`config.mk`:
```
export PLATFORM = sky130hd
export DESIGN_NAME = square_gen_flat
export DESIGN_NICKNAME = d
export VERILOG_FILES = /design/src/rtl/square_gen_pkg.sv /design/src/rtl/square_gen_if.sv /design/src/rtl/square_gen.sv /design/src/flat_wrapper.sv
export SDC_FILE = /design/constraint.sdc
export NUM_CORES = 1
export LEC_CHECK = 0
export CORE_MARGIN = 2
export CORE_UTILIZATION = 39
export DETAILED_ROUTE_END_ITERATION = 6
export GPL_ROUTABILITY_DRIVEN = 1
export PLACE_DENSITY = 0.55
export SLEW_MARGIN = 20
export SYNTH_ARGS = -nofsm -noshare
export SYNTH_HDL_FRONTEND = slang
export SYNTH_SLANG_ARGS = --single-unit
```
`constraint.sdc`:
```
create_clock -name clk -period 8.3 [get_ports clk]
set_input_delay 1.245 -clock clk [delete_from_list [all_inputs] [get_ports clk]]
set_output_delay 1.245 -clock clk [all_outputs]
set_load 0.05 [all_outputs]
```
`src/rtl/square_gen_pkg.sv`:
```
// Shared definitions for the square-wave generator: FSM states and default counter width.
package square_gen_pkg;

  localparam int unsigned CNT_W_DEF = 32;

  typedef enum logic [1:0] {
    S_IDLE = 2'd0,
    S_HIGH = 2'd1,
    S_LOW  = 2'd2
  } state_e;

endpackage

```
`src/rtl/square_gen_if.sv`:
```
// Control/config inputs and waveform/status outputs of square_gen.
interface square_gen_if
  import square_gen_pkg::*;
#(
  parameter int unsigned CNT_W = CNT_W_DEF
);

  logic             en;
  logic             load;
  logic [CNT_W-1:0] period_in;
  logic [CNT_W-1:0] high_in;
  logic             level;
  logic             rise_tick;
  logic             fall_tick;
  logic             cfg_ack;
  logic             cfg_err;

  modport master (
    output en, load, period_in, high_in,
    input  level, rise_tick, fall_tick, cfg_ack, cfg_err
  );

  modport slave (
    input  en, load, period_in, high_in,
    output level, rise_tick, fall_tick, cfg_ack, cfg_err
  );

endinterface

```
`src/rtl/square_gen.sv`:
```
// Programmable square-wave source with double-buffered period/high-time config.
// Pending config becomes active in IDLE or on a period boundary, so the output never glitches.
module square_gen
  import square_gen_pkg::*;
#(
  parameter int unsigned CNT_W = CNT_W_DEF
) (
  input  logic        clk,
  input  logic        rst_n,
  square_gen_if.slave bus
);

  localparam logic [CNT_W-1:0] CNT_ONE = {{(CNT_W-1){1'b0}}, 1'b1};

  state_e           r_state;
  logic [CNT_W-1:0] r_cnt;
  logic [CNT_W-1:0] r_act_p;
  logic [CNT_W-1:0] r_act_h;
  logic [CNT_W-1:0] r_pend_p;
  logic [CNT_W-1:0] r_pend_h;
  logic             r_pend_valid;
  logic             r_level;
  logic             r_rise;
  logic             r_fall;
  logic             r_ack;
  logic             r_err;

  state_e           w_state_nxt;
  logic [CNT_W-1:0] w_cnt_nxt;
  logic [CNT_W-1:0] w_cnt_inc;
  logic [CNT_W-1:0] w_eff_p;
  logic [CNT_W-1:0] w_eff_h;
  logic             w_last;
  logic             w_apply;
  logic             w_level_nxt;

  // Effective config: the pending one when it is about to be applied, else the active one.
  always_comb begin
    w_eff_p     = r_pend_valid ? r_pend_p : r_act_p;
    w_eff_h     = r_pend_valid ? r_pend_h : r_act_h;
    w_cnt_inc   = r_cnt + CNT_ONE;
    w_last      = (r_cnt == (r_act_p - CNT_ONE));
    w_state_nxt = r_state;
    w_cnt_nxt   = r_cnt;
    w_apply     = 1'b0;

    case (r_state)
      S_IDLE: begin
        w_apply = r_pend_valid;
        if (bus.en && (w_eff_p != '0)) begin
          w_cnt_nxt   = '0;
          w_state_nxt = (w_eff_h != '0) ? S_HIGH : S_LOW;
        end
      end
      S_HIGH, S_LOW: begin
        if (!bus.en) begin
          w_state_nxt = S_IDLE;
          w_cnt_nxt   = '0;
        end else if (w_last) begin
          w_apply   = r_pend_valid;
          w_cnt_nxt = '0;
          if (w_eff_p == '0) begin
            w_state_nxt = S_IDLE;
          end else begin
            w_state_nxt = (w_eff_h != '0) ? S_HIGH : S_LOW;
          end
        end else begin
          w_cnt_nxt   = w_cnt_inc;
          w_state_nxt = (w_cnt_inc < r_act_h) ? S_HIGH : S_LOW;
        end
      end
      default: begin
        w_state_nxt = S_IDLE;
        w_cnt_nxt   = '0;
      end
    endcase

    w_level_nxt = (w_state_nxt == S_HIGH);
  end

  // Ticks derive from the level transition, so H>=P or P==1 naturally produce a single rise.
  always_ff @(posedge clk or negedge rst_n) begin
    if (!rst_n) begin
      r_state      <= S_IDLE;
      r_cnt        <= '0;
      r_act_p      <= '0;
      r_act_h      <= '0;
      r_pend_p     <= '0;
      r_pend_h     <= '0;
      r_pend_valid <= 1'b0;
      r_level      <= 1'b0;
      r_rise       <= 1'b0;
      r_fall       <= 1'b0;
      r_ack        <= 1'b0;
      r_err        <= 1'b0;
    end else begin
      r_state <= w_state_nxt;
      r_cnt   <= w_cnt_nxt;
      r_level <= w_level_nxt;
      r_rise  <= w_level_nxt & ~r_level;
      r_fall  <= ~w_level_nxt & r_level;
      r_ack   <= w_apply;

      if (w_apply) begin
        r_act_p <= r_pend_p;
        r_act_h <= r_pend_h;
      end

      // A load coinciding with an apply stays pending for the following boundary.
      if (bus.load) begin
        r_pend_p     <= bus.period_in;
        r_pend_h     <= bus.high_in;
        r_pend_valid <= 1'b1;
      end else if (w_apply) begin
        r_pend_valid <= 1'b0;
      end

      if (w_apply && (r_pend_p == '0)) begin
        r_err <= 1'b1;
      end else if (bus.load && (bus.period_in != '0)) begin
        r_err <= 1'b0;
      end
    end
  end

  assign bus.level     = r_level;
  assign bus.rise_tick = r_rise;
  assign bus.fall_tick = r_fall;
  assign bus.cfg_ack   = r_ack;
  assign bus.cfg_err   = r_err;

endmodule
```
`src/flat_wrapper.sv`:
```
// flat-port wrapper written by rule: the top's interface ports become plain ports
module square_gen_flat import square_gen_pkg::*;
#(
  parameter int unsigned CNT_W = CNT_W_DEF
)
  (clk, rst_n, bus_en, bus_load, bus_period_in, bus_high_in, bus_level, bus_rise_tick, bus_fall_tick, bus_cfg_ack, bus_cfg_err);
  square_gen_if #(.CNT_W(CNT_W)) bus_i ();
  input  logic clk;
  input  logic rst_n;
  input wire logic [$bits(bus_i.en)-1:0] bus_en;
  input wire logic [$bits(bus_i.load)-1:0] bus_load;
  input wire logic [$bits(bus_i.period_in)-1:0] bus_period_in;
  input wire logic [$bits(bus_i.high_in)-1:0] bus_high_in;
  output wire logic [$bits(bus_i.level)-1:0] bus_level;
  output wire logic [$bits(bus_i.rise_tick)-1:0] bus_rise_tick;
  output wire logic [$bits(bus_i.fall_tick)-1:0] bus_fall_tick;
  output wire logic [$bits(bus_i.cfg_ack)-1:0] bus_cfg_ack;
  output wire logic [$bits(bus_i.cfg_err)-1:0] bus_cfg_err;
  assign bus_i.en = bus_en;
  assign bus_i.load = bus_load;
  assign bus_i.period_in = bus_period_in;
  assign bus_i.high_in = bus_high_in;
  assign bus_level = bus_i.level;
  assign bus_rise_tick = bus_i.rise_tick;
  assign bus_fall_tick = bus_i.fall_tick;
  assign bus_cfg_ack = bus_i.cfg_ack;
  assign bus_cfg_err = bus_i.cfg_err;
  square_gen #(.CNT_W(CNT_W)) u_core (.clk(clk), .rst_n(rst_n), .bus(bus_i));
endmodule
```
==> results.py <==
metrics = {
    "synthesis": {
        "synth_cell_type_count": 55,
        "avgSynthCellArea_sq_um": 10.74,
        "syn_inst": 860,
        "yosys.area_share.xor_xnor": 0.06445,
        "ys_ff_latch": 168,
        "synthAdderAreaFrac": 0.04739,
        "synthMuxAreaShare": 0.1595,
        "ys_seq_area_frac": 0.4550,
        "syn_area_sq_um": 9240,
        "yosys.area_share.simple": 0.1517,
        "synth_edf_count": 0,
        "synth_ff_type": "dfrtp_1",
        "synth_top_family_by_area": "multiplexers",
        "async_flop_share": 1.000,
        "yosysWarnings": 0,
        "synth_fp_nets": 963,
        "synth-compound-area-share": 0.08490,
    },
    "power": {
        "p_leak_uw": 0.004451,
        "p_sw_frac": 0.3619,
        "seq_power_share": 0.428,
        "intPower_uw": 1914,
        "pwr-share-comb": 0.305,
        "powerDensity_nw_per_um2": 277.2,
        "power_uw": 3000,
        "clkPwrFrac": 0.268,
        "power_switching_uw": 1086,
        "ir_drop_mv": 0.1514,
    },
    "timing": {
        "setup_viol": 0,
        "finalCritPeriodShare": 0.6028,
        "whs_ps": 467.6,
        "timing.slew.headroom": 0.3719,
        "rsz0062_at_grt": "no",
        "final.setup_skew_ps": 16.69,
        "final-hold-violation-count": 0,
        "worst_slew_pin_slew_ps": 938.7,
        "min_period_ps": 5003,
        "max_clock_freq_mhz": 199.9,
        "fin_tns_setup_ps": 0,
        "slew_violations": 0,
    },
    "critical_path": {
        "worstSetupPathType": "register to register",
        "startpoint_type": "register",
        "cp.required_ps": 8620,
        "cpMostUsedCell": "nand4_1",
        "cp-end-kind": "register",
        "r2r_slack_ps": 3300,
        "critPathMaxFanout": 33,
        "slowest_delay_ps": 690,
        "crit_chain": "inv_1 -> ha_1 -> nor3b_1 -> nand4_1 -> or4_1 -> a211oi_1 -> nand4_1 -> nor4_4 -> a31oi_1 -> nor3b_4 -> buf_4 -> mux2_2",
        "crit_buf_inv": 2,
        "crit_family": "simple AND/OR/NAND/NOR gates",
        "crit_arrival_ps": 5320,
        "critical_path.slowest_cell": "or4_1",
    },
    "grt": {
        "gr-total-overflow": 0,
        "antenna_found_initial": 0,
        "grt_util_all_layers": 0.1847,
        "grt_use_met3": 0.03066,
        "grt_pass1_vias": 6563,
        "grt_use_met1": 0.2603,
        "use_met2": 0.2932,
        "grt_pass1_wl_um": 35620,
        "grt-busiest-layer": "met2",
        "grt_max_degree": 94,
    },
    "clocking": {
        "cts_tree": "yes",
        "cts_hold_buf": 0,
        "cts_sinks": 168,
        "post_cts_resized": 0,
        "clockBufferDepth": 2,
        "worstSkewPairLatency_ps": 440,
        "post_cts_buffers": 0,
        "cts_htree_levels": 4,
        "clkTransAtPathRegs_ps": 70,
        "cts_made_buffers": 17,
        "root_buffer": "clkbuf_16",
    },
    "finish": {
        "final_common_cell": "dfrtp_1",
        "multi_input_area_sq_um": 4703,
        "seq_area_sq_um": 4204,
        "diodes": 0,
        "n_fill_cell": 2220,
        "nets": 1020,
        "area.growth.synth_to_final_pct": 17.14,
        "drive_gt1_frac": 0.1376,
        "final_cell_mix": "dfrtp_1 (168), mux2_2 (81), clkdlybuf4s50_1 (70)",
        "finalNonFillerCells": 1249,
    },
    "detailed_routing": {
        "vias": 6713,
        "wl_per_cell_um": 17.51,
        "ant_nets": 0,
        "drtPass1Iterations": 5,
        "drc": 0,
        "viasPerCell": 5.375,
        "drt_iter0_markers": 439,
        "wirelength_um": 21870,
    },
    "floorplanning": {
        "ios": 73,
        "core_sq_um": 23330,
        "die_h_um": 157.9,
        "die_area_sq_um": 24940,
        "die_w_um": 157.9,
        "num_rows": 56,
        "start_util": 0.3960,
    },
    "placement": {
        "dp.cells": 1216,
        "dp.final_hpwl_um": 15750,
        "gp_congestion": 0.8231,
        "portBuffers": 72,
    },
    "outcome": {
        "status": "finished, final reports clean",
    },
    "job": {
        "cap_violations": 0,
    },
    "worst_hold_path": {
        "min_path_type": "register to register",
    },
}
sequential cells by signal, summed over array words and instances (netlist names):
| name | flops |
|---|---|
| u_core.bus.level | 1 |
| u_core.bus.fall_tick | 1 |
| u_core.r_pend_h | 32 |
| u_core.bus.cfg_err | 1 |
| u_core.r_act_h | 32 |
| u_core.r_act_p | 32 |
| u_core.bus.rise_tick | 1 |
| u_core.r_pend_p | 32 |
| u_core.r_pend_valid | 1 |
| u_core.r_state | 2 |
| u_core.bus.cfg_ack | 1 |
| u_core.r_cnt | 32 |
Yosys cell counts (2+ instances only):
| cell | n | area share |
|---|---|---|
| nand3_1 | 22 | 0.012 |
| nand4_1 | 17 | 0.012 |
| nor3_1 | 17 | 0.0092 |
| a211oi_1 | 4 | 0.0032 |
| o22ai_1 | 3 | 0.0020 |
| dfrtp_1 | 168 | 0.45 |
| mux2_2 | 81 | 0.099 |
| buf_2 | 4 | 0.0022 |
| nand2_1 | 66 | 0.027 |
| xor2_1 | 19 | 0.018 |
| a22oi_1 | 3 | 0.0024 |
| nor2_1 | 36 | 0.015 |
| nor4_1 | 44 | 0.030 |
| o31a_1 | 3 | 0.0028 |
| nor4b_1 | 4 | 0.0038 |
| nand2b_1 | 2 | 0.0014 |
| o211ai_1 | 4 | 0.0032 |
| a21o_1 | 10 | 0.0081 |
| ha_1 | 35 | 0.047 |
| a2111o_1 | 2 | 0.0024 |
| and3_1 | 7 | 0.0047 |
| buf_6 | 5 | 0.0061 |
| nor2b_1 | 8 | 0.0054 |
| or2_2 | 2 | 0.0014 |
| mux2_1 | 49 | 0.060 |
| o2111ai_1 | 2 | 0.0019 |
| inv_1 | 38 | 0.015 |
| xnor2_1 | 49 | 0.046 |
| or4_1 | 15 | 0.012 |
| and4_1 | 4 | 0.0038 |
| or3_1 | 9 | 0.0061 |
| a31oi_1 | 3 | 0.0020 |
| a21oi_1 | 15 | 0.0081 |
| clkbuf_1 | 31 | 0.013 |
| o31ai_1 | 6 | 0.0049 |
| a2111oi_0 | 2 | 0.0019 |
| o21a_1 | 3 | 0.0024 |
| a211o_1 | 2 | 0.0019 |
| a22o_1 | 12 | 0.011 |
| o21ai_0 | 39 | 0.021 |
power by group through the flow:
stage,Clock (uW),Sequential [uW],Combinational [uW]
floorplan,0,1210,716
global placement,0,1300,913
detailed placement,0,1300,914
CTS,819,1290,921
global route,848,1320,1020
finish,803,1280,914
routing by layer:
| layer | up-vias | part of all wire |
|---|---|---|
| met5 | - | 0 |
| met4 | 0 | 0.014 |
| met3 | 17 | 0.029 |
| met2 | 85 | 0.47 |
| met1 | 3359 | 0.48 |
| li1 | 3252 | - |
path summary, 6_finish.rpt:
path                                         to  depth (start not counted)               from
max in group asynchronous      u_core.r_cnt[27]                          3              rst_n
setup reg to reg             u_core.r_act_h[31]                         12  u_core.r_act_p[0]
hold reg to reg            u_core.bus.rise_tick                          1   u_core.bus.level
setup / recovery             u_core.r_act_h[31]                         12  u_core.r_act_p[0]
hold / removal             u_core.bus.rise_tick                          1   u_core.bus.level
min in group asynchronous   u_core.r_pend_h[10]                          1              rst_n
worst register-to-register path: cells and delay by family (launching register included):
kind / cells / cell delay (ps)
AOI/OAI and AO/OA: 2 / 620
DFF: 1 / 460
and+or+nand+nor: 6 / 2710
muxes: 1 / 400
adders and majority gates: 1 / 170
buffers and inverters: 2 / 520
cell type report:
| type | count | area share |
|---|---|---|
| multi-input cells | 613 | 0.4345 |
| flip-flops and latches | 168 | 0.3884 |
| repair buffers | 79 | 0.07294 |
| clock buffers | 19 | 0.04184 |
| well taps | 319 | 0.03687 |
| inverters | 38 | 0.01318 |
| clock inverters | 13 | 0.01225 |
cell families (layout without fill, tap and decap cells):
group	Yosys count	after routing
and+or+nand+nor	261	261
buffers and inverters	79	149
xor gates and xnor gates	68	68
DFF	168	168
adders and majority gates	35	35
AOI/OAI and AO/OA	118	118
muxes	131	131
per-stage QoR:
| step | area, sq um | worst slack (ps) | utilization |
|---|---|---|---|
| after global routing | 10820 | 2745 | 0.4639 |
| after floorplan | 9240 | 4270 | - |
| after detailed placement | 10210 | 3310 | 0.4376 |
| after global placement | 10210 | 3337 | 0.4376 |
| after CTS | 10800 | 3283 | 0.4627 |
| final | 10820 | 3297 | 0.4639 |
Power figures use the tool's default switching activity.
